==> src/rtl/discrete_mapper_if.sv <==
// Mapper bus between the cartridge edge (CPU/PPU side) and a discrete-logic mapper core.
interface map_bus #(
  parameter int unsigned ADDR_BITS = 22
);
  logic [15:0]          cpu_addr;
  logic                 cpu_rw;
  logic [7:0]           cpu_data_in;
  logic                 m2;
  logic [7:0]           prg_rdata;
  logic [13:0]          ppu_addr;
  logic                 ppu_rd;
  logic                 ppu_wr;
  logic                 chr_ram;
  logic                 mirroring;
  logic [ADDR_BITS-1:0] prg_addr;
  logic                 prg_oe;
  logic                 prg_we;
  logic [ADDR_BITS-1:0] chr_addr;
  logic                 chr_ce;
  logic                 chr_oe;
  logic                 chr_we;
  logic                 ciram_a10;
  logic                 ciram_ce;
  logic                 wram_ce;
  logic                 cpu_data_oe;
  logic [15:0]          audio;
  logic                 irq;
  logic [7:0]           sst_data_out;

  modport mapper (
    input  cpu_addr, cpu_rw, cpu_data_in, m2, prg_rdata,
    input  ppu_addr, ppu_rd, ppu_wr, chr_ram, mirroring,
    output prg_addr, prg_oe, prg_we, chr_addr, chr_ce, chr_oe, chr_we,
    output ciram_a10, ciram_ce, wram_ce, cpu_data_oe, audio, irq, sst_data_out
  );
endinterface

==> src/rtl/discrete_mapper.sv <==
// Discrete-logic NES mapper (UxROM/CNROM/AxROM/GxROM) with a single latched bank register.
// Optional BUS_CONFLICT_EN: captured write data is ANDed with the ROM byte being read.
module discrete_mapper #(
  parameter int unsigned MODE          = 0,
  parameter int unsigned PRG_BANK_BITS = 4,
  parameter int unsigned CHR_BANK_BITS = 2
) (
  input logic    clk,
  input logic    rst_n,
  map_bus.mapper bus
);
  localparam int unsigned AW       = bus.ADDR_BITS;
  localparam logic [31:0] PRG_MASK = (32'd1 << PRG_BANK_BITS) - 32'd1;
  localparam logic [31:0] CHR_MASK = (32'd1 << CHR_BANK_BITS) - 32'd1;

  typedef enum logic [1:0] {IDLE, ARMED, COMMIT} state_t;

  state_t      state_q, state_d;
  logic        m2_s1, m2_s2, m2_d;
  logic [7:0]  data_q, data_d;
  logic [7:0]  bank_q, bank_d;
  logic [7:0]  cap;
  logic        wr_hit, m2_rise, m2_fall;
  logic [31:0] prg_full, chr_full;
  logic        unused_ok;

`ifdef BUS_CONFLICT_EN
  assign cap = bus.cpu_data_in & bus.prg_rdata;
`else
  assign cap = bus.cpu_data_in;
`endif

  assign wr_hit  = ~bus.cpu_rw & bus.cpu_addr[15];
  assign m2_rise = m2_s2 & ~m2_d;
  assign m2_fall = ~m2_s2 & m2_d;

  // M2 synchroniser, edge history and bank/capture registers
  always_ff @(posedge clk or negedge rst_n) begin
    if (!rst_n) begin
      m2_s1   <= 1'b0;
      m2_s2   <= 1'b0;
      m2_d    <= 1'b0;
      state_q <= IDLE;
      data_q  <= 8'h00;
      bank_q  <= 8'h00;
    end else begin
      m2_s1   <= bus.m2;
      m2_s2   <= m2_s1;
      m2_d    <= m2_s2;
      state_q <= state_d;
      data_q  <= data_d;
      bank_q  <= bank_d;
    end
  end

  // Arm on a write-cycle M2 rise, track data while armed, commit once on the M2 fall
  always_comb begin
    state_d = state_q;
    data_d  = data_q;
    bank_d  = bank_q;
    unique case (state_q)
      IDLE: begin
        if (m2_rise && wr_hit) begin
          state_d = ARMED;
          data_d  = cap;
        end
      end
      ARMED: begin
        if (!wr_hit) begin
          state_d = IDLE;
        end else begin
          data_d = cap;
          if (m2_fall) state_d = COMMIT;
        end
      end
      COMMIT: begin
        bank_d  = data_q;
        state_d = IDLE;
      end
      default: state_d = IDLE;
    endcase
  end

  // Address mapping; unsupported modes fall through to fixed 32K PRG / CHR bank 0
  always_comb begin
    prg_full = 32'(bus.cpu_addr[14:0]);
    chr_full = 32'(bus.ppu_addr[12:0]);
    case (MODE)
      32'd0: prg_full = ((bus.cpu_addr[14] ? PRG_MASK : (32'(bank_q) & PRG_MASK)) << 14)
                        | 32'(bus.cpu_addr[13:0]);
      32'd1: chr_full = ((32'(bank_q) & CHR_MASK) << 13) | 32'(bus.ppu_addr[12:0]);
      32'd2: prg_full = (32'(bank_q[2:0]) << 15) | 32'(bus.cpu_addr[14:0]);
      32'd3: begin
        prg_full = (32'(bank_q[5:4]) << 15) | 32'(bus.cpu_addr[14:0]);
        chr_full = (32'(bank_q[1:0]) << 13) | 32'(bus.ppu_addr[12:0]);
      end
      default: ;
    endcase
  end

  assign bus.prg_addr     = AW'(prg_full);
  assign bus.chr_addr     = AW'(chr_full);
  assign bus.ciram_a10    = (MODE == 32'd2) ? bank_q[4]
                          : (bus.mirroring ? bus.ppu_addr[10] : bus.ppu_addr[11]);
  assign bus.prg_oe       = bus.cpu_rw & bus.cpu_addr[15];
  assign bus.prg_we       = 1'b0;
  assign bus.chr_ce       = ~bus.ppu_addr[13];
  assign bus.ciram_ce     = ~bus.ppu_addr[13];
  assign bus.chr_oe       = ~bus.ppu_rd;
  assign bus.chr_we       = bus.chr_ram ? ~bus.ppu_wr : 1'b0;
  assign bus.wram_ce      = 1'b0;
  assign bus.cpu_data_oe  = 1'b0;
  assign bus.audio        = 16'h0000;
  assign bus.irq          = 1'b1;
  assign bus.sst_data_out = bank_q;

  // Bits that a given MODE/build does not consume
  assign unused_ok = ^{bus.prg_rdata, bus.cpu_addr[14:0], bus.ppu_addr, bank_q};
endmodule

==> src/flat_wrapper.sv <==
// flat-port wrapper written by rule: the top's interface ports become plain ports
module discrete_mapper_flat 
#(
  parameter int unsigned MODE          = 0,
  parameter int unsigned PRG_BANK_BITS = 4,
  parameter int unsigned CHR_BANK_BITS = 2
)
  (clk, rst_n, bus_cpu_addr, bus_cpu_rw, bus_cpu_data_in, bus_m2, bus_prg_rdata, bus_ppu_addr, bus_ppu_rd, bus_ppu_wr, bus_chr_ram, bus_mirroring, bus_prg_addr, bus_prg_oe, bus_prg_we, bus_chr_addr, bus_chr_ce, bus_chr_oe, bus_chr_we, bus_ciram_a10, bus_ciram_ce, bus_wram_ce, bus_cpu_data_oe, bus_audio, bus_irq, bus_sst_data_out);
  map_bus #(.ADDR_BITS((22))) bus_i ();
  input logic clk;
  input logic rst_n;
  input wire logic [$bits(bus_i.cpu_addr)-1:0] bus_cpu_addr;
  input wire logic [$bits(bus_i.cpu_rw)-1:0] bus_cpu_rw;
  input wire logic [$bits(bus_i.cpu_data_in)-1:0] bus_cpu_data_in;
  input wire logic [$bits(bus_i.m2)-1:0] bus_m2;
  input wire logic [$bits(bus_i.prg_rdata)-1:0] bus_prg_rdata;
  input wire logic [$bits(bus_i.ppu_addr)-1:0] bus_ppu_addr;
  input wire logic [$bits(bus_i.ppu_rd)-1:0] bus_ppu_rd;
  input wire logic [$bits(bus_i.ppu_wr)-1:0] bus_ppu_wr;
  input wire logic [$bits(bus_i.chr_ram)-1:0] bus_chr_ram;
  input wire logic [$bits(bus_i.mirroring)-1:0] bus_mirroring;
  output wire logic [$bits(bus_i.prg_addr)-1:0] bus_prg_addr;
  output wire logic [$bits(bus_i.prg_oe)-1:0] bus_prg_oe;
  output wire logic [$bits(bus_i.prg_we)-1:0] bus_prg_we;
  output wire logic [$bits(bus_i.chr_addr)-1:0] bus_chr_addr;
  output wire logic [$bits(bus_i.chr_ce)-1:0] bus_chr_ce;
  output wire logic [$bits(bus_i.chr_oe)-1:0] bus_chr_oe;
  output wire logic [$bits(bus_i.chr_we)-1:0] bus_chr_we;
  output wire logic [$bits(bus_i.ciram_a10)-1:0] bus_ciram_a10;
  output wire logic [$bits(bus_i.ciram_ce)-1:0] bus_ciram_ce;
  output wire logic [$bits(bus_i.wram_ce)-1:0] bus_wram_ce;
  output wire logic [$bits(bus_i.cpu_data_oe)-1:0] bus_cpu_data_oe;
  output wire logic [$bits(bus_i.audio)-1:0] bus_audio;
  output wire logic [$bits(bus_i.irq)-1:0] bus_irq;
  output wire logic [$bits(bus_i.sst_data_out)-1:0] bus_sst_data_out;
  assign bus_i.cpu_addr = bus_cpu_addr;
  assign bus_i.cpu_rw = bus_cpu_rw;
  assign bus_i.cpu_data_in = bus_cpu_data_in;
  assign bus_i.m2 = bus_m2;
  assign bus_i.prg_rdata = bus_prg_rdata;
  assign bus_i.ppu_addr = bus_ppu_addr;
  assign bus_i.ppu_rd = bus_ppu_rd;
  assign bus_i.ppu_wr = bus_ppu_wr;
  assign bus_i.chr_ram = bus_chr_ram;
  assign bus_i.mirroring = bus_mirroring;
  assign bus_prg_addr = bus_i.prg_addr;
  assign bus_prg_oe = bus_i.prg_oe;
  assign bus_prg_we = bus_i.prg_we;
  assign bus_chr_addr = bus_i.chr_addr;
  assign bus_chr_ce = bus_i.chr_ce;
  assign bus_chr_oe = bus_i.chr_oe;
  assign bus_chr_we = bus_i.chr_we;
  assign bus_ciram_a10 = bus_i.ciram_a10;
  assign bus_ciram_ce = bus_i.ciram_ce;
  assign bus_wram_ce = bus_i.wram_ce;
  assign bus_cpu_data_oe = bus_i.cpu_data_oe;
  assign bus_audio = bus_i.audio;
  assign bus_irq = bus_i.irq;
  assign bus_sst_data_out = bus_i.sst_data_out;
  discrete_mapper #(.MODE(MODE), .PRG_BANK_BITS(PRG_BANK_BITS), .CHR_BANK_BITS(CHR_BANK_BITS)) u_core (.clk(clk), .rst_n(rst_n), .bus(bus_i));
endmodule
==> config.mk <==
export PLATFORM = sky130hd
export DESIGN_NAME = discrete_mapper_flat
export DESIGN_NICKNAME = d
export VERILOG_FILES = /design/src/rtl/discrete_mapper_if.sv /design/src/rtl/discrete_mapper.sv /design/src/flat_wrapper.sv
export SDC_FILE = /design/constraint.sdc
export NUM_CORES = 1
export LEC_CHECK = 0
export ABC_AREA = 1
export BUFFER_PORTS_ARGS = -buffer_cell sky130_fd_sc_hd__buf_2
export CAP_MARGIN = 25
export CORE_MARGIN = 4
export CORE_UTILIZATION = 39
export DETAILED_ROUTE_END_ITERATION = 12
export GPL_TIMING_DRIVEN = 0
export PLACE_DENSITY = 0.85
export REMOVE_ABC_BUFFERS = 1
export SYNTH_ARGS = -nofsm -noshare
export SYNTH_HDL_FRONTEND = slang
export SYNTH_SLANG_ARGS = --single-unit
==> constraint.sdc <==
create_clock -name clk -period 1.9 [get_ports clk]
set_input_delay 0 -clock clk [delete_from_list [all_inputs] [get_ports clk]]
set_output_delay 0 -clock clk [all_outputs]
set_load 0.03 [all_outputs]
==> results of run 1 <==
-- power by group --
group	total (mW)	internal, mW	switching, mW
logic	0.293	0.0838	0.209
clock network	0.210	0.0784	0.132
registers	0.536	0.501	0.0349
-- cells in the mapped netlist, types with 2 or more instances --
library cell  count
inv_2             3
dfrtp_1          21
buf_4            61
conb_1            2
nand2_1          35
nand3_1          16
buf_6             2
nor2_1            3
inv_1             5
or2_2             4
-- per-layer routing --
| metal | track usage, % | up-vias | wire length (um) | part of all wire [%] |
|---|---|---|---|---|
| met3 | 10.5 | 2 | 629 | 22 |
| li1 | - | 438 | - | - |
| met4 | 3.80 | 0 | 10 | 0.35 |
| met5 | 5.00 | - | 0 | 0 |
| met1 | 15.0 | 411 | 1140 | 40 |
| met2 | 16.8 | 84 | 1080 | 38 |
-- state kept, by name, indices dropped and copies added, names as in the netlist --
name / cells
u_core.bus.sst_data_out: 8
u_core.m2_s1: 1
u_core.m2_d: 1
u_core.state_q: 2
u_core.data_q: 8
u_core.m2_s2: 1
-- critical path, delay by kind of cell (launching register included) --
| family | cells | cell delay (ps) |
|---|---|---|
| AND/OR/NAND/NOR | 4 | 550 |
| buffers and inverters | 1 | 110 |
| flip-flops | 1 | 510 |
-- through the flow --
step,power (mW),area (um2),hold slack [ps]
final,1.04,1390,0.278
after global routing,1.11,1390,0.201
after CTS,1.05,1390,0.294
after detailed placement,0.823,1260,-27.7
after global placement,0.815,1260,-41.8
after floorplan,0.740,1000,-296
-- cells in the final DEF (no fill, tap or decap) --
cell type	Yosys	final
buf_2	0	40
nand2_1	35	35
conb_1	2	33
dfrtp_1	21	21
nand3_1	16	16
dlygate4sd3_1	0	10
inv_1	5	5
or2_2	4	4
nor2_1	3	3
inv_2	3	3
clkbuf_4	0	3
mux2_2	1	1
nor2_4	1	1
nand3_4	1	1
nand3_2	1	1
nand2_4	1	1
a21oi_1	1	1
a21boi_2	1	1
clkinv_2	0	1
-- final cells by class --
| cell class | instances | area [um2] |
|---|---|---|
| sequential | 21 | 526 |
| tap | 46 | 57.6 |
| timing repair buffer | 50 | 300 |
| multi-input combinational | 98 | 449 |
| inverter | 8 | 30.0 |
| clock buffer | 3 | 22.5 |
| clock inverter | 1 | 5.00 |
| fill | 353 | 1970 |
-- worst paths after layout --
| check | start | to | slack (ps) |
|---|---|---|---|
| setup / recovery | u_core.state_q[1] | u_core.data_q[7] | 680 |
| hold / removal | bus_ppu_addr[3] | bus_chr_addr[3] | 0.3 |
| setup reg to reg | u_core.state_q[1] | u_core.data_q[7] | 680 |
| hold reg to reg | u_core.m2_s1 | u_core.m2_s2 | 360 |
| max in group asynchronous | rst_n | u_core.bus.sst_data_out[6] | 1420 |
| min in group asynchronous | rst_n | u_core.state_q[1] | 170 |
-- cell families after synthesis --
logic type / count (synthesis) / share of synthesized area (%)
AOI/OAI and AO/OA: 2 / 1.19
buffers and inverters: 71 / 37.3
DFF: 21 / 38.4
muxes: 1 / 0.823
other: 2 / 0.549
and+or+nand+nor: 62 / 21.8
==> out/metrics.json, run 1 <==
{
  "die": {
    "start_util_pct": 40.7,
    "row_count": 21,
    "io_pins": 132,
    "placeableCoreArea_um2": 3360,
    "die_outline_area_um2": 4520,
    "die_w_um": 67.2,
    "die-height_um": 67.2
  },
  "clocking": {
    "htreeDepth": 1,
    "post_cts.resized_instances": 0,
    "cts_sink_cnt": 21,
    "post-cts-setup-buffers": 0,
    "cts.root.buffer_cell": "clkbuf_4",
    "cts-buffers-inserted": 3,
    "clk-insertion-delay-late_ps": 300,
    "clock_path_buffers": 2,
    "clk_pin_slew_worst_paths_ps": 120,
    "cts_tree": "done",
    "cts_hold_buf": 10
  },
  "route": {
    "ant_nets": 0,
    "drt-total-wl_mm": 2.86,
    "drc": 0,
    "wire_per_inst_um": 12.6,
    "detailedRoute.firstPassIterationCount": 4,
    "number_of_vias_after_detailed_routing": 935,
    "avgViaCountPerCell": 4.12,
    "drt_first_iter_violations": 12
  },
  "setup_path": {
    "crit_path_max_incr_delay_ps": 510,
    "critical_path.endpoint_type": "register",
    "timing.critical_path.required_ps": 2140,
    "timing_worst_setup_path_type": "reg -> reg",
    "crit_chain": "inv_2 > nand3_2 > nand2_4 > nand2_1 > nand2_1",
    "crit_arrival_ps": 1460,
    "cpMostUsedCell": "nand2_1",
    "critical-path-slowest-cell": "dfrtp_1",
    "worst_r2r_path_depth": 5,
    "critical_path_source_type": "register",
    "max_fanout_on_critical_path": 11
  },
  "power_and_ir_drop": {
    "ir_drop_v": 0.000382,
    "power_density_over_cell_area_nw_per_um2": 748,
    "p_leak_nw": 0.823
  },
  "timing": {
    "finalHoldViolations": 0,
    "final_max_slew_viol_count": 0,
    "fin_crit_sh_pct": 64.3,
    "final-setup-viol-count": 0,
    "min_period_ps": 1220,
    "unrepaired_setup_endpoints_after_global_routing": "false",
    "fin_worst_skew_ps": 9.49,
    "max_freq_ghz": 0.818,
    "setup_slack_ps": 678,
    "tns_ps": 0
  },
  "final_layout": {
    "antenna-diode-count": 0,
    "fin_nets": 236,
    "flow.area_growth_from_synthesis_pct": 1.55,
    "post-route-util_pct": 41.3,
    "layout-drive-gt1-share_pct": 31.5,
    "finish.cell_count_without_fillers": 227
  },
  "synth": {
    "synthTopCellsByArea": "dfrtp_1 38%, buf_4 33%, nand2_1 9.6%, nand3_1 5.9%, or2_2 1.8%",
    "synth_top_area_share_pct": 38.4,
    "post_synth_instance_area_um2": 1370,
    "synth.yosys.warnings": 0,
    "postSynthCellCount": 159,
    "synth_top_area_cell": "dfrtp_1",
    "dominantRegCellSynth": "dfrtp_1",
    "synthArstFlopShare_pct": 100,
    "synthDistinctLibCells": 17,
    "ys_seq_area_share_pct": 38.4,
    "synth.avg_cell_area_um2": 8.61,
    "yosys_register_bits": 21,
    "synth-edff-count": 0
  },
  "run": {
    "number_of_max_cap_violations": 0
  },
  "run_status": {
    "run_status": "finished, final reports clean"
  },
  "placed_design": {
    "buffer_ports.inserted": 40,
    "numPlacedInstances": 213,
    "routabilityCongestion": 0.718,
    "pre_cts_slack_ps": 708,
    "half_perimeter_wire_length_of_the_detailed_placement_result_mm": 2.35
  },
  "worst_hold_path": {
    "worstHoldPathType": "in -> out",
    "min_delay_path_depth": 0
  },
  "global_routing": {
    "number_of_antenna_violations_at_the_first_check_in_global_routing": 0,
    "grt_start_max_net_pins": 22,
    "grt_pass1_wl_mm": 4.15,
    "vias_in_the_first_global_route": 903,
    "grt_remaining_overflow": 0,
    "grt_usage_pct": 12.7
  }
}
Power figures use the tool's default switching activity.
==> run 2, diff against run 1 <==
Settings changed: CORE_UTILIZATION 39 to 33, PLACE_DENSITY 0.85 to 0.77.
Clock period 1.9 ns to 1.09 ns, I/O delays scaled along.
==> out/metrics.json, run 2 (synthesis gave the netlist of run 1 again) <==
{
  "setup_path": {
    "critical-path-slowest-cell": "dfrtp_2",
    "crit_arrival": {"value": 1270, "unit": "ps", "change": "-190 ps"},
    "critical_path_buf_inv_count": {"value": 0, "change": "-1"},
    "cpMostUsedCell": "nand2_1",
    "path_delay_family": "simple AND/OR/NAND/NOR gates",
    "critical_path_depth": {"value": 5, "change": "unchanged"},
    "critical_path.endpoint_type": "register",
    "max_fanout_on_critical_path": {"value": 8, "change": "-3"},
    "worst_setup_path_endpoint": "u_core.data_q[5]",
    "timing.critical_path.required": {"value": 1280, "unit": "ps", "change": "-860 ps"},
    "regToRegEndpoint": "u_core.data_q[5]",
    "crit_start": "u_core.state_q[1]",
    "timing.rr.start": "u_core.state_q[1]",
    "critical_path_source_type": "register",
    "crit_chain": "nor2_4 > nand3_4 > nand2_4 > nand2_1 > nand2_1",
    "regToRegSetupSlack": {"value": 7, "unit": "ps", "change": "-670 ps"},
    "worst_r2r_path_depth": {"value": 5, "change": "unchanged"},
    "timing_worst_setup_path_type": "reg -> reg",
    "crit_path_max_incr_delay": {"value": 440, "unit": "ps", "change": "-70 ps"}
  },
  "route": {
    "drc": {"value": 0, "change": "unchanged"},
    "wire_per_inst": {"value": 13.9, "unit": "um", "change": "+9.8%"},
    "number_of_vias_after_detailed_routing": {"value": 984, "change": "+5.2%"},
    "detailedRoute.firstPassIterationCount": {"value": 4, "change": "unchanged"},
    "drt_first_iter_violations": {"value": 19, "change": "+7"},
    "avgViaCountPerCell": {"value": 4.10, "change": "-0.46%"},
    "drt-total-wl": {"value": 3.33, "unit": "mm", "change": "+16%"},
    "ant_nets": {"value": 0, "change": "unchanged"}
  },
  "run": {
    "number_of_max_cap_violations": {"value": 0, "change": "unchanged"}
  },
  "die": {
    "row_count": {"value": 23, "change": "+9.5%"},
    "placeableCoreArea": {"value": 4000, "unit": "um2", "change": "+19%"},
    "start_util": {"value": 34.2, "unit": "%", "change": "-6.5 points"},
    "die-height": {"value": 72.4, "unit": "um", "change": "+7.7%"},
    "io_pins": {"value": 132, "change": "unchanged"},
    "die_outline_area": {"value": 5240, "unit": "um2", "change": "+16%"},
    "die_w": {"value": 72.4, "unit": "um", "change": "+7.7%"}
  },
  "power_and_ir_drop": {
    "p_leak": {"value": 0.879, "unit": "nW", "change": "+6.9%"},
    "internal_portion_of_total_power": {"value": 1.32, "unit": "mW", "change": "+99%"},
    "ir_drop": {"value": 0.000740, "unit": "V", "change": "+94%"},
    "switchingPower": {"value": 0.681, "unit": "mW", "change": "+81%"},
    "totalPowerFinal": {"value": 2.00, "unit": "mW", "change": "+93%"},
    "combinational_power_share": {"value": 28.6, "unit": "%", "change": "+0.4 points"},
    "power_density_over_cell_area": {"value": 1290, "unit": "nW/um2", "change": "+72%"},
    "sw_frac_of_total": {"value": 34.0, "unit": "%", "change": "-2.1 points"},
    "share_seq_of_total_power": {"value": 46.7, "unit": "%", "change": "-4.9 points"},
    "clock_network_fraction_of_total_power": {"value": 24.6, "unit": "%", "change": "+4.4 points"}
  },
  "timing": {
    "min_period": {"value": 1080, "unit": "ps", "change": "-140 ps"},
    "final_max_slew_viol_count": {"value": 0, "change": "unchanged"},
    "fin_worst_skew": {"value": 2.91, "unit": "ps", "change": "-6.58 ps"},
    "unrepaired_setup_endpoints_after_global_routing": "true",
    "fin_crit_sh": {"value": 99.3, "unit": "%", "change": "+35 points"},
    "setup_slack": {"value": 7.41, "unit": "ps", "change": "-670 ps"},
    "finalHoldViolations": {"value": 0, "change": "unchanged"},
    "final-setup-viol-count": {"value": 0, "change": "unchanged"},
    "max_freq": {"value": 0.924, "unit": "GHz", "change": "+13%"}
  },
  "clocking": {
    "cts.root.buffer_cell": "clkbuf_8",
    "cts-buffers-inserted": {"value": 3, "change": "unchanged"},
    "cts_tree": "done",
    "clk_pin_slew_worst_paths": {"value": 70, "unit": "ps", "change": "-50 ps"},
    "clk-insertion-delay-late": {"value": 250, "unit": "ps", "change": "-50 ps"},
    "clock_path_buffers": {"value": 2, "change": "unchanged"},
    "htreeDepth": {"value": 1, "change": "unchanged"},
    "cts_sink_cnt": {"value": 21, "change": "unchanged"}
  },
  "placed_design": {
    "half_perimeter_wire_length_of_the_detailed_placement_result": {"value": 2.40, "unit": "mm", "change": "+2.1%"},
    "buffer_ports.inserted": {"value": 40, "change": "unchanged"},
    "pre_cts_slack": {"value": -122, "unit": "ps", "change": "-830 ps"},
    "numPlacedInstances": {"value": 217, "change": "+1.9%"},
    "post_dp_cell_area": {"value": 1270, "unit": "um2", "change": "+0.40%"},
    "routabilityCongestion": {"value": 0.756, "change": "+5.2%"}
  },
  "global_routing": {
    "grt_start_max_net_pins": {"value": 22, "change": "unchanged"},
    "grt_usage": {"value": 12.3, "unit": "%", "change": "-0.43 points"},
    "vias_in_the_first_global_route": {"value": 911, "change": "+0.89%"},
    "grt_remaining_overflow": {"value": 0, "change": "unchanged"},
    "grt_pass1_wl": {"value": 4.70, "unit": "mm", "change": "+13%"},
    "number_of_antenna_violations_at_the_first_check_in_global_routing": {"value": 0, "change": "unchanged"}
  },
  "final_layout": {
    "flow.area_growth_from_synthesis_pct": 13.7,
    "post-route-util": {"value": 38.9, "unit": "%", "change": "-2.4 points"},
    "fin_nets": {"value": 245, "change": "+3.8%"},
    "filler_cell_count": {"value": 409, "change": "+16%"},
    "finish.cell_count_without_fillers": {"value": 240, "change": "+5.7%"},
    "antenna-diode-count": {"value": 0, "change": "unchanged"},
    "layout-drive-gt1-share": {"value": 37.9, "unit": "%", "change": "+6.4 points"},
    "layout_common_cells": "36 x buf_2, 33 x conb_1, 32 x nand2_1",
    "layout.cells.most_common": "buf_2",
    "finalInstanceArea": {"value": 1560, "unit": "um2", "change": "+12%"},
    "multi_input_comb_area": {"value": 509, "unit": "um2", "change": "+13%"},
    "sequential_cell_area": {"value": 528, "unit": "um2", "change": "+0.48%"}
  },
  "run_status": {
    "run_status": "finished, final reports clean"
  },
  "worst_hold_path": {
    "worstHoldPathType": "in -> out"
  }
}
==> run 2: changes by cell type in the layout (fill, tap and decap cells not counted), sizes merged <==
cell    before  now
clkbuf       3    4
nand3       18   20
buf         40   47
clkinv       1    0
==> run 2: area by class of cell <==
class	instances	share of cell area [%]
Multi-Input combinational cell	100	32.7
Tap cell	50	4.02
Sequential cell	21	33.9
Clock buffer	4	2.89
Inverter	8	1.93
Timing Repair Buffer	57	24.5
==> run 2: metal layers <==
metal	global-route usage [%]	vias to the layer above	share of wire, %
met5	4.04	-	0
met4	3.07	0	0.42
met3	9.14	2	18
met2	14.6	83	39
met1	16.9	440	43
li1	-	459	-
==> run 2: worst min-delay path by stage <==
stage                          startpoint                          to  depth (start not counted)
after floorplan                     rst_n  u_core.bus.sst_data_out[0]                          0
after global placement              rst_n            u_core.data_q[7]                          1
after detailed placement            rst_n            u_core.data_q[7]                          1
after CTS                 bus_ppu_addr[3]             bus_chr_addr[3]                          0
after global routing      bus_ppu_addr[4]             bus_chr_addr[4]                          0
final                     bus_ppu_addr[4]             bus_chr_addr[4]                          0
==> run 2: worst reg2reg max path, delay by kind of cell, from the launching register on <==
kind | cells | cell delay (ps)
simple gates | 5 | 590
flops | 1 | 440
==> run 2: what timing repair did <==
action                     CTS  global route
pin swaps                    0             3
gates cloned                 0             2
hold endpoints to repair    30             0
resized for setup           12            11
setup endpoints to repair   14            15
hold buffers                10             0
setup buffers                6             1
==> run 2: through the flow <==
step	TNS (ps)	hold slack, ps
floorplan	0	-296
global placement	-648	-25.1
detailed placement	-786	-20.1
CTS	-9.62	0.222
global route	-76.3	0.181
finish	0	0.274
==> run 2: power groups by stage <==
stage | Sequential [mW] | Clock [mW] | Combinational [mW]
finish | 0.936 | 0.493 | 0.573
global route | 0.946 | 0.549 | 0.627
CTS | 0.933 | 0.518 | 0.554
detailed placement | 0.949 | 0 | 0.484
global placement | 0.945 | 0 | 0.477
floorplan | 0.970 | 0 | 0.320
==> run 3, diff against run 2 <==
--- a/config.mk
+++ b/config.mk
@@ -8,2 +8,3 @@
 export ABC_AREA = 1
+export ABC_CLOCK_PERIOD_IN_PS = 1090
 export BUFFER_PORTS_ARGS = -buffer_cell sky130_fd_sc_hd__buf_2
@@ -15,2 +16,3 @@
 export PLACE_DENSITY = 0.77
+export RECOVER_POWER = 50
 export REMOVE_ABC_BUFFERS = 1
--- a/constraint.sdc
+++ b/constraint.sdc
@@ -3,2 +3,2 @@
 set_output_delay 0 -clock clk [all_outputs]
-set_load 0.03 [all_outputs]
+set_load 0.02 [all_outputs]
==> out/metrics.json, run 3 (synthesis gave the netlist of run 1 again) <==
{
  "route": {
    "ant_nets": {"value": 0, "change": "unchanged"},
    "drt-total-wl": {"value": 3.33, "unit": "mm", "change": "+0.15%"},
    "drc": {"value": 0, "change": "unchanged"},
    "detailedRoute.firstPassIterationCount": {"value": 4, "change": "unchanged"},
    "drt_first_iter_violations": {"value": 22, "change": "+3"},
    "wire_per_inst": {"value": 13.9, "unit": "um", "change": "+0.15%"},
    "number_of_vias_after_detailed_routing": {"value": 975, "change": "-0.91%"},
    "avgViaCountPerCell": {"value": 4.06, "change": "-0.91%"}
  },
  "global_routing": {
    "grt_pass1_wl": {"value": 4.68, "unit": "mm", "change": "-0.43%"},
    "grt_start_max_net_pins": {"value": 22, "change": "unchanged"},
    "grt_usage": {"value": 12.2, "unit": "%", "change": "-0.087 points"},
    "vias_in_the_first_global_route": {"value": 890, "change": "-2.3%"},
    "number_of_antenna_violations_at_the_first_check_in_global_routing": {"value": 0, "change": "unchanged"},
    "grt_remaining_overflow": {"value": 0, "change": "unchanged"}
  },
  "clocking": {
    "htreeDepth": {"value": 1, "change": "unchanged"},
    "clock_path_buffers": {"value": 2, "change": "unchanged"},
    "cts-buffers-inserted": {"value": 3, "change": "unchanged"},
    "cts.root.buffer_cell": "clkbuf_8",
    "cts_tree": "done",
    "clk-insertion-delay-late": {"value": 260, "unit": "ps", "change": "about the same"},
    "cts_sink_cnt": {"value": 21, "change": "unchanged"},
    "clk_pin_slew_worst_paths": {"value": 70, "unit": "ps", "change": "about the same"}
  },
  "die": {
    "io_pins": {"value": 132, "change": "unchanged"},
    "row_count": {"value": 23, "change": "unchanged"},
    "die-height": {"value": 72.4, "unit": "um", "change": "unchanged"},
    "placeableCoreArea": {"value": 4000, "unit": "um2", "change": "unchanged"},
    "die_outline_area": {"value": 5240, "unit": "um2", "change": "unchanged"},
    "die_w": {"value": 72.4, "unit": "um", "change": "unchanged"},
    "start_util": {"value": 34.2, "unit": "%", "change": "unchanged"}
  },
  "timing": {
    "fin_crit_sh": {"value": 98.9, "unit": "%", "change": "-0.46 points"},
    "max_freq": {"value": 0.928, "unit": "GHz", "change": "+0.46%"},
    "fin_worst_skew": {"value": 3.43, "unit": "ps", "change": "+0.520 ps"},
    "setup_slack": {"value": 12.4, "unit": "ps", "change": "+5.01 ps"},
    "finalHoldViolations": {"value": 0, "change": "unchanged"},
    "max_slew_margin_pct": 65.2,
    "final-setup-viol-count": {"value": 0, "change": "unchanged"},
    "unrepaired_setup_endpoints_after_global_routing": "true",
    "tns": {"value": 0, "unit": "ps", "change": "unchanged"},
    "final_max_slew_viol_count": {"value": 0, "change": "unchanged"},
    "min_period": {"value": 1080, "unit": "ps", "change": "-5.01 ps"},
    "worstMarginPinSlew_ps": 522,
    "holdWs": {"value": 0.183, "unit": "ps", "change": "-0.0907 ps"}
  },
  "final_layout": {
    "filler_cell_count": {"value": 413, "change": "+0.98%"},
    "antenna-diode-count": {"value": 0, "change": "unchanged"},
    "layout_common_cells": "33 x nand2_1, 33 x conb_1, 27 x buf_2",
    "finish.cell_count_without_fillers": {"value": 240, "change": "unchanged"},
    "layout-drive-gt1-share": {"value": 33.2, "unit": "%", "change": "-4.7 points"},
    "fin_nets": {"value": 245, "change": "unchanged"},
    "finalInstanceArea": {"value": 1540, "unit": "um2", "change": "-0.96%"},
    "flow.area_growth_from_synthesis_pct": 12.6
  },
  "setup_path": {
    "critical_path_source_type": "register",
    "timing.critical_path.required": {"value": 1280, "unit": "ps", "change": "about the same"},
    "max_fanout_on_critical_path": {"value": 8, "change": "unchanged"},
    "worst_r2r_path_depth": {"value": 5, "change": "unchanged"},
    "crit_arrival": {"value": 1270, "unit": "ps", "change": "about the same"},
    "critical_path.endpoint_type": "register",
    "timing_worst_setup_path_type": "reg -> reg"
  },
  "worst_hold_path": {
    "worstHoldPathType": "in -> out",
    "min_delay_path_depth": {"value": 0, "change": "unchanged"}
  },
  "placed_design": {
    "post_dp_cell_area": {"value": 1270, "unit": "um2", "change": "unchanged"},
    "numPlacedInstances": {"value": 217, "change": "unchanged"},
    "routabilityCongestion": {"value": 0.756, "change": "unchanged"},
    "pre_cts_slack": {"value": -122, "unit": "ps", "change": "unchanged"},
    "buffer_ports.inserted": {"value": 40, "change": "unchanged"},
    "half_perimeter_wire_length_of_the_detailed_placement_result": {"value": 2.40, "unit": "mm", "change": "unchanged"}
  },
  "power_and_ir_drop": {
    "combinational_power_share": {"value": 25.1, "unit": "%", "change": "-3.5 points"},
    "power_density_over_cell_area": {"value": 1240, "unit": "nW/um2", "change": "-3.6%"},
    "internal_portion_of_total_power": {"value": 1.31, "unit": "mW", "change": "-0.54%"},
    "ir_drop": {"value": 0.000741, "unit": "V", "change": "+0.14%"},
    "share_seq_of_total_power": {"value": 49.0, "unit": "%", "change": "+2.3 points"},
    "clock_network_fraction_of_total_power": {"value": 25.9, "unit": "%", "change": "+1.3 points"},
    "sw_frac_of_total": {"value": 31.2, "unit": "%", "change": "-2.8 points"},
    "p_leak": {"value": 0.855, "unit": "nW", "change": "-2.8%"},
    "switchingPower": {"value": 0.597, "unit": "mW", "change": "-12%"}
  },
  "run_status": {
    "run_status": "finished, final reports clean"
  },
  "run": {
    "number_of_max_cap_violations": {"value": 0, "change": "unchanged"}
  }
}
## run 3: changes by cell type in the layout (fill, tap and decap cells not counted), sizes merged
cell	previous run	this run
clkbuf	4	13
buf	47	38
## run 3: power groups by stage
stage	logic, mW	registers, mW	clock network (mW)
detailed placement	0.398	0.949	0
floorplan	0.251	0.955	0
CTS	0.456	0.934	0.518
global route	0.533	0.946	0.549
global placement	0.390	0.945	0
finish	0.480	0.937	0.495
## run 3: what timing repair did
| item | 4_1_cts | 5_1_grt |
|---|---|---|
| buffers inserted | 5 | 2 |
| hold buffers | 10 | 0 |
| endpoints found under the setup margin | 13 | 16 |
| resized for setup | 8 | 13 |
| endpoints found under the hold margin | 30 | 0 |
| pin swaps | 0 | 3 |
| cloned | 0 | 2 |
## run 3: metrics by stage
stage / power (mW) / utilization (%)
floorplan: 1.21 / -
detailed placement: 1.35 / 31.7
global placement: 1.34 / 31.7
global route: 2.03 / 38.5
CTS: 1.91 / 36.9
finish: 1.91 / 38.5
## run 3: layout make-up
cell class / count / area [um2] / area share (%)
clock buffers: 4 / 45.0 / 2.92
inverters: 8 / 30.0 / 1.95
multi-input cells: 100 / 504 / 32.7
flip-flops and latches: 21 / 528 / 34.3
well taps: 50 / 62.6 / 4.06
repair buffers: 57 / 372 / 24.1
## run 3: metal layers
metal	GRT usage, %	part of all wire (%)	vias up
met5	0	0	-
met4	3.07	0.42	0
met3	9.70	19	2
met2	14.4	39	81
met1	16.8	42	432
li1	-	-	460
## run 3: final timing paths
kind,startpoint,endpoint,slack [ps]
worst min register to register,u_core.m2_s1,u_core.m2_s2,360
max in group asynchronous,rst_n,u_core.state_q[0],440
worst max register to register,u_core.state_q[1],u_core.data_q[5],10
worst min-delay path,bus_ppu_addr[4],bus_chr_addr[4],0.2
min in group asynchronous,rst_n,u_core.data_q[2],270
worst max-delay path,u_core.state_q[1],u_core.data_q[5],10
## run 3: critical path, cell delays in order, from the launching register on
cell and delay [ps]:
dfrtp_2 440, nor2_4 160, nand3_4 130, nand2_4 140, nand2_1 70, nand2_1 80
